$ cat config.mk
export PLATFORM = sky130hd
export DESIGN_NAME = dcache_fill_ctrl
export DESIGN_NICKNAME = d
export VERILOG_FILES = /design/src/rtl/dcache_pkg.sv /design/src/rtl/dcache_fill_addrgen.sv /design/src/rtl/dcache_fill_ctrl.sv
export SDC_FILE = /design/constraint.sdc
export NUM_CORES = 1
export LEC_CHECK = 0
export CELL_PAD_IN_SITES_DETAIL_PLACEMENT = 1
export CELL_PAD_IN_SITES_GLOBAL_PLACEMENT = 2
export CORE_MARGIN = 4
export CORE_UTILIZATION = 23
export CTS_BUF_LIST = sky130_fd_sc_hd__clkbuf_16
export DETAILED_ROUTE_END_ITERATION = 7
export GPL_ROUTABILITY_DRIVEN = 1
export PLACE_DENSITY_LB_ADDON = 0.05
export SLEW_MARGIN = 20
export SYNTH_ARGS = -nofsm -noshare
export SYNTH_HDL_FRONTEND = slang
export SYNTH_SLANG_ARGS = --single-unit
$ cat constraint.sdc
create_clock -name clk -period 1.9 [get_ports clk]
set_clock_uncertainty 0.15 [all_clocks]
set_input_delay 0.38 -clock clk [delete_from_list [all_inputs] [get_ports clk]]
set_output_delay 0.38 -clock clk [all_outputs]
set_load 0.02 [all_outputs]
$ cat src/rtl/dcache_pkg.sv
// Shared defaults and state encoding for the data-cache line fill/flush engine.
package dcache_pkg;

  localparam int DATABITS_D      = 32;
  localparam int ADDRBITS_D      = 32;
  localparam int CACHEADDRBITS_D = 5;
  localparam int LSBITS_D        = 2;

  typedef enum logic [2:0] {
    ST_IDLE      = 3'd0,
    ST_WB_ADDR   = 3'd1,
    ST_WB_WRITE  = 3'd2,
    ST_FILL_REQ  = 3'd3,
    ST_FILL_WAIT = 3'd4,
    ST_DONE      = 3'd5
  } fill_state_t;

endpackage

$ cat src/rtl/dcache_fill_addrgen.sv
// Word counter for one line plus memory address formation for write-back and refill.
module dcache_fill_addrgen
  import dcache_pkg::*;
#(
  parameter int ADDRBITS      = ADDRBITS_D,
  parameter int CACHEADDRBITS = CACHEADDRBITS_D,
  parameter int LSBITS        = LSBITS_D,
  parameter int CACHESIZE     = 2**CACHEADDRBITS
) (
  input  logic                     clk,
  input  logic                     reset_n,
  input  logic                     cnt_clr,
  input  logic                     cnt_inc,
  input  logic                     wb_phase,
  input  logic [ADDRBITS-1:0]      fill_addr_q,
  input  logic [ADDRBITS-1:0]      wb_base_q,
  output logic [CACHEADDRBITS-1:0] cnt,
  output logic                     cnt_last,
  output logic [ADDRBITS-1:0]      addr
);

  // Clears the word-index and byte-offset bits of an address.
  localparam logic [ADDRBITS-1:0] LINE_MASK =
    ~((ADDRBITS'(1) << (CACHEADDRBITS + LSBITS)) - ADDRBITS'(1));

  logic [ADDRBITS-1:0] offset;

  always_ff @(posedge clk or negedge reset_n) begin
    if (!reset_n) begin
      cnt <= '0;
    end else if (cnt_clr) begin
      cnt <= '0;
    end else if (cnt_inc) begin
      cnt <= cnt + CACHEADDRBITS'(1);
    end
  end

  always_comb begin
    cnt_last = (cnt == CACHEADDRBITS'(CACHESIZE - 1));
    offset   = ADDRBITS'(cnt) << LSBITS;
    // Write-back adds modulo 2**ADDRBITS; refill concatenates tag and index.
    if (wb_phase) begin
      addr = (wb_base_q & LINE_MASK) + offset;
    end else begin
      addr = (fill_addr_q & LINE_MASK) | offset;
    end
  end

endmodule

$ cat src/rtl/dcache_fill_ctrl.sv
// Miss engine: writes back a dirty line word by word, then refills it from memory.
module dcache_fill_ctrl
  import dcache_pkg::*;
#(
  parameter int DATABITS      = DATABITS_D,
  parameter int ADDRBITS      = ADDRBITS_D,
  parameter int CACHEADDRBITS = CACHEADDRBITS_D,
  parameter int LSBITS        = LSBITS_D,
  parameter int CACHESIZE     = 2**CACHEADDRBITS
) (
  input  logic                     clk,
  input  logic                     reset_n,
  input  logic                     fill_req,
  input  logic [ADDRBITS-1:0]      fill_addr,
  input  logic                     fill_dirty_in,
  input  logic                     fill_wr_in,
  input  logic [ADDRBITS-1:0]      wb_base_addr,
  input  logic [DATABITS-1:0]      line_data,
  output logic                     busy,
  output logic                     fill_done,
  output logic                     flush_mode,
  output logic                     flush_write,
  output logic [CACHEADDRBITS-1:0] flush_addr,
  output logic                     flush_dirty,
  output logic [DATABITS-1:0]      line_in,
  output logic                     line_in_valid,
  output logic [ADDRBITS-1:0]      mem_addr,
  output logic                     mem_rdreq,
  output logic                     mem_wrreq,
  output logic [DATABITS-1:0]      mem_wrdata,
  input  logic                     mem_ready,
  input  logic [DATABITS-1:0]      mem_rddata,
  input  logic                     mem_rdvalid
);

  fill_state_t state, state_nx;

  logic [ADDRBITS-1:0]      fill_addr_q;
  logic [ADDRBITS-1:0]      wb_base_q;
  logic                     wr_q;
  logic [DATABITS-1:0]      wrdata_q;
  logic                     wb_first;
  logic                     capture;
  logic                     cnt_clr;
  logic                     cnt_inc;
  logic                     cnt_last;
  logic [CACHEADDRBITS-1:0] cnt;
  logic [ADDRBITS-1:0]      gen_addr;
  logic                     fill_beat;

  dcache_fill_addrgen #(
    .ADDRBITS      (ADDRBITS),
    .CACHEADDRBITS (CACHEADDRBITS),
    .LSBITS        (LSBITS),
    .CACHESIZE     (CACHESIZE)
  ) u_addrgen (
    .clk         (clk),
    .reset_n     (reset_n),
    .cnt_clr     (cnt_clr),
    .cnt_inc     (cnt_inc),
    .wb_phase    (mem_wrreq),
    .fill_addr_q (fill_addr_q),
    .wb_base_q   (wb_base_q),
    .cnt         (cnt),
    .cnt_last    (cnt_last),
    .addr        (gen_addr)
  );

  always_ff @(posedge clk or negedge reset_n) begin
    if (!reset_n) begin
      state       <= ST_IDLE;
      fill_addr_q <= '0;
      wb_base_q   <= '0;
      wr_q        <= 1'b0;
      wrdata_q    <= '0;
      wb_first    <= 1'b0;
    end else begin
      state    <= state_nx;
      wb_first <= (state != ST_WB_WRITE) && (state_nx == ST_WB_WRITE);
      if (capture) begin
        fill_addr_q <= fill_addr;
        wb_base_q   <= wb_base_addr;
        wr_q        <= fill_wr_in;
      end
      // Line read data arrives in the first WB_WRITE cycle; hold it until mem_ready.
      if (state == ST_WB_WRITE && wb_first) begin
        wrdata_q <= line_data;
      end
    end
  end

  always_comb begin
    state_nx = state;
    capture  = 1'b0;
    cnt_clr  = 1'b0;
    cnt_inc  = 1'b0;
    case (state)
      ST_IDLE: begin
        if (fill_req) begin
          capture  = 1'b1;
          cnt_clr  = 1'b1;
          state_nx = fill_dirty_in ? ST_WB_ADDR : ST_FILL_REQ;
        end
      end
      ST_WB_ADDR: state_nx = ST_WB_WRITE;
      ST_WB_WRITE: begin
        if (mem_ready) begin
          if (cnt_last) begin
            cnt_clr  = 1'b1;
            state_nx = ST_FILL_REQ;
          end else begin
            cnt_inc  = 1'b1;
            state_nx = ST_WB_ADDR;
          end
        end
      end
      ST_FILL_REQ: begin
        if (mem_ready) state_nx = ST_FILL_WAIT;
      end
      ST_FILL_WAIT: begin
        if (mem_rdvalid) begin
          if (cnt_last) begin
            state_nx = ST_DONE;
          end else begin
            cnt_inc  = 1'b1;
            state_nx = ST_FILL_REQ;
          end
        end
      end
      ST_DONE: begin
        cnt_clr  = 1'b1;
        state_nx = ST_IDLE;
      end
      default: state_nx = ST_IDLE;
    endcase
  end

  // All outputs decode from registered state so an async reset zeroes them at once.
  always_comb begin
    busy          = (state == ST_WB_ADDR) || (state == ST_WB_WRITE) ||
                    (state == ST_FILL_REQ) || (state == ST_FILL_WAIT);
    flush_mode    = busy;
    fill_done     = (state == ST_DONE);
    flush_dirty   = wr_q && (state != ST_IDLE);
    flush_addr    = cnt;
    fill_beat     = (state == ST_FILL_WAIT) && mem_rdvalid;
    flush_write   = fill_beat;
    line_in_valid = fill_beat;
    line_in       = fill_beat ? mem_rddata : '0;
    mem_wrreq     = (state == ST_WB_WRITE);
    mem_rdreq     = (state == ST_FILL_REQ);
    mem_addr      = (mem_wrreq || mem_rdreq) ? gen_addr : '0;
    mem_wrdata    = mem_wrreq ? (wb_first ? line_data : wrdata_q) : '0;
  end

endmodule
==> flow_summary_export.csv <==
group,metric,value,unit
outcome,outcome,"complete, but fails checks",
outcome,failed_checks,"setup timing",
floorplan,row_count,53,
clocking,clkTransAtPathRegs,0.06,ns
hold_path,hold_class,"reg -> reg",
floorplan,floorplan.initialDensity,23.7,%
power_and_ir_drop,irDropWorstVdd,0.484,mV
synth,synthArstFlopShare,100,%
synth,synth_edf_count,0,
power_and_ir_drop,internal_power,9.89,mW
synth,synthFlopType,"dfrtp_1",
setup_path,reg2reg_depth,8,
floorplan,io_pins,244,
global_routing,grt-ovfl-total,0,
synth,synth_area_leaders,"dfrtp_1 (46%), mux2_4 (24%), mux2i_1 (6.7%)",
synth,syn_area,0.00505,mm2
setup_path,endpoint_kind,"output pin",
placed_design,portBuffers,227,
global_routing,grtUsageMet2,23.4,%
drt,drc,0,
power_and_ir_drop,net-switching-power,5.82,mW
setup_path,reg2reg_from,"state[1]",
setup_path,crit_type,"reg -> out",
drt,num_vias,4206,
sta,rsz0062_at_grt,"yes",
synth,syn_avg_cell_area,13.0,um2
drt,drtPass1Iterations,4,
floorplan,fp.coreArea,0.0213,mm2
setup_path,r2r_end,"wb_base_q[19]",
power_and_ir_drop,p_seq_share,23.1,%
setup_path,startpoint_type,"register",
setup_path,path_buf_inv,2,
finish,diodes,0,
power_and_ir_drop,p_leak,4.25,nW
synth,synth_cell_types,36,
hold_path,min_to,"wrdata_q[0]",
synth,synth_top_cell_by_area,"dfrtp_1",
finish,final_core_util,45.2,%
placed_design,dp_hpwl,12.0,mm
placed_design,gp_congestion,0.737,
setup_path,crit_fanout,13,
drt,wl_per_cell,18.7,um
finish,layout.nets,833,
synth,netlist.area_leader.share,45.5,%
global_routing,grt_use_met3,4.15,%
clocking,root_buffer,"clkbuf_16",
drt,postRouteAntennaNets,0,
synth,ys.warnings.count,0,
finish,num-fill-cells,2171,
sta,worst_pin_slew,0.534,ns
hold_path,hold_start,"wrdata_q[0]",
sta,timing.final.crit_period,2.19,ns
synth,synthCells,389,
global_routing,antenna_found_initial,0,
synth,yosysSeqAreaShare,45.5,%
floorplan,die_x,156,um
job,cap_viol_max_count,0,
clocking,clock_sinks,92,
global_routing,grt_pass1_wl,27.2,mm
sta,maxSlewViolCount,0,
setup_path,crit_arrival,1.66,ns
clocking,cts_tree,"done",
global_routing,grt.busiest_layer,"met2",
global_routing,first_global_vias,4715,
synth,synth.most_common_cell,"dfrtp_1",
clocking,clk_latency,0.35,ns
drt,drt_iter0_markers,62,
power_and_ir_drop,p_comb_share,66.1,%
power_and_ir_drop,p_clk_share,10.8,%
setup_path,crit_family,"flip-flops",
sta,max_freq,456,MHz
global_routing,met1_usage,19.0,%
drt,drt-total-wl,18.2,mm
sta,period_share,115,%
clocking,htreeDepth,3,
global_routing,grt_max_degree,93,
power_and_ir_drop,power,15.7,mW
setup_path,reg2reg_slack,-0.16,ns
floorplan,dieArea,0.0244,mm2
clocking,cts-buffers-inserted,9,
power_and_ir_drop,p_per_area,1630,mW/mm2
sta,relSlewSlack,64.4,%
synth,synth_seq_cells,92,
finish,syn2layout_area_growth,90.3,%
sta,fin_ws,-0.291,ns
setup_path,cpMaxStageDelayCell,"dfrtp_2",
global_routing,grt_usage,14.3,%
sta,hold_violations,0,
finish,final_layout_size_suffix_gt1_share,56.7,%
hold_path,min_path_cells,1,
clocking,clockBufferDepth,2,
setup_path,cp_data_required_time,1.37,ns
floorplan,die_h,156,um
setup_path,cp_cell_sequence,"and3b_2 > buf_16 > a22o_4 > buf_6",
setup_path,cpPeakStageDelay,0.48,ns
sta,finalSetupViolations,158,
synth,ys_top_cells_by_count,"dfrtp_1 (92), mux2_4 (80), nor2_1 (43)",
power_and_ir_drop,swShare,37.1,%
drt,vias_per_cell,4.31,
## metal layers
| metal | part of all wire [%] | routed length [um] | vias to the layer above |
|---|---|---|---|
| met5 | 0 | 0 | - |
| met4 | 0.91 | 165 | 0 |
| met3 | 6.2 | 1120 | 12 |
| met2 | 49 | 8890 | 146 |
| met1 | 44 | 8040 | 2091 |
| li1 | - | - | 1957 |
## cells in the final DEF, fill, tap and decap left out, types with 3 or more instances in the layout
master / Yosys / layout
a21oi_1: 4 / 4
a22o_1: 25 / 23
and2_1: 38 / 7
and2_4: 0 / 31
buf_12: 5 / 18
buf_16: 0 / 9
buf_4: 5 / 50
buf_6: 6 / 117
buf_8: 0 / 4
clkbuf_16: 0 / 11
clkdlybuf4s50_1: 0 / 119
clkinv_1: 0 / 3
dfrtp_1: 92 / 86
dfrtp_2: 0 / 6
dlygate4sd2_1: 0 / 5
inv_1: 3 / 4
mux2_4: 80 / 81
mux2i_1: 34 / 21
mux2i_2: 0 / 6
mux2i_4: 0 / 7
nor2_1: 43 / 7
nor2_2: 1 / 3
nor2_4: 0 / 34
## cell families after synthesis
family          Yosys count  share of synthesized area, %
compound gates           35                          5.57
xor+xnor                  4                         0.693
fa+ha+maj                 3                         0.743
buf+inv                  36                          5.84
flops                    92                          45.5
mux                     117                          31.2
other cells               1                        0.0742
simple gates            101                          10.4
## worst reg2reg max path: stages (launching register included)
cell and delay (ns):
dfrtp_2 0.48, buf_4 0.16, buf_6 0.12, nor3_4 0.14, buf_6 0.12, and2_4 0.22
buf_12 0.14, buf_12 0.13, mux2_4 0.30
## worst max-delay path by stage
stage | startpoint | to | slack, ns | cells after the start
after detailed placement | mem_rdvalid | line_in[26] | -0.71 | 5
after global placement | mem_rdvalid | line_in[28] | -0.62 | 5
after CTS | state[1] | mem_addr[7] | -0.31 | 4
after global routing | state[0] | mem_addr[9] | -0.38 | 6
after floorplan | state[2] | mem_addr[22] | 0.0001 | 5
final | state[1] | mem_addr[7] | -0.29 | 4
## repair_timing
action | 4_1_cts | 5_1_grt
endpoints found under the hold margin | 92 | 0
hold buffers | 1 | 0
gates resized for setup | 680 | 124
pin swaps | 13 | 50
cloned | 11 | 2
setup endpoints to repair | 160 | 156
buffers inserted | 25 | 17
## area by class of cell
class / instances / area (um2) / share of cell area (%)
clock buffers: 9 / 225 / 2.34
inverters: 4 / 27.5 / 0.286
flip-flops and latches: 92 / 2310 / 24.0
well taps: 275 / 344 / 3.58
repair buffers: 325 / 3660 / 38.0
multi-input cells: 263 / 3010 / 31.3
clock inverters: 7 / 43.8 / 0.455
## flip-flops by register name, indices dropped and copies added, names as in the netlist
name	cells
fill_addr_q	25
wb_first	1
u_addrgen.cnt	5
wrdata_q	32
wb_base_q	25
state	3
wr_q	1
## power groups by stage
stage	clock network, mW	registers (mW)	logic [mW]
finish	1.70	3.63	10.4
global route	1.85	3.76	11.0
CTS	1.76	3.58	9.32
detailed placement	0	3.55	7.43
global placement	0	3.51	7.41
floorplan	0	3.40	4.62
## metrics by stage
stage | setup WS (ns) | instances | setup TNS [ns] | instance area (um2) | hold slack [ns]
after floorplan | 0.000112 | 390 | 0 | 5070 | -0.0656
after global placement | -0.616 | 907 | -47.32 | 7920 | 0.338
after detailed placement | -0.709 | 907 | -46.36 | 7920 | 0.342
after CTS | -0.314 | 960 | -29.18 | 9040 | 0.365
after global routing | -0.377 | 975 | -42.76 | 9620 | 0.370
final | -0.291 | 975 | -30.15 | 9620 | 0.359
Power figures use the tool's default switching activity.
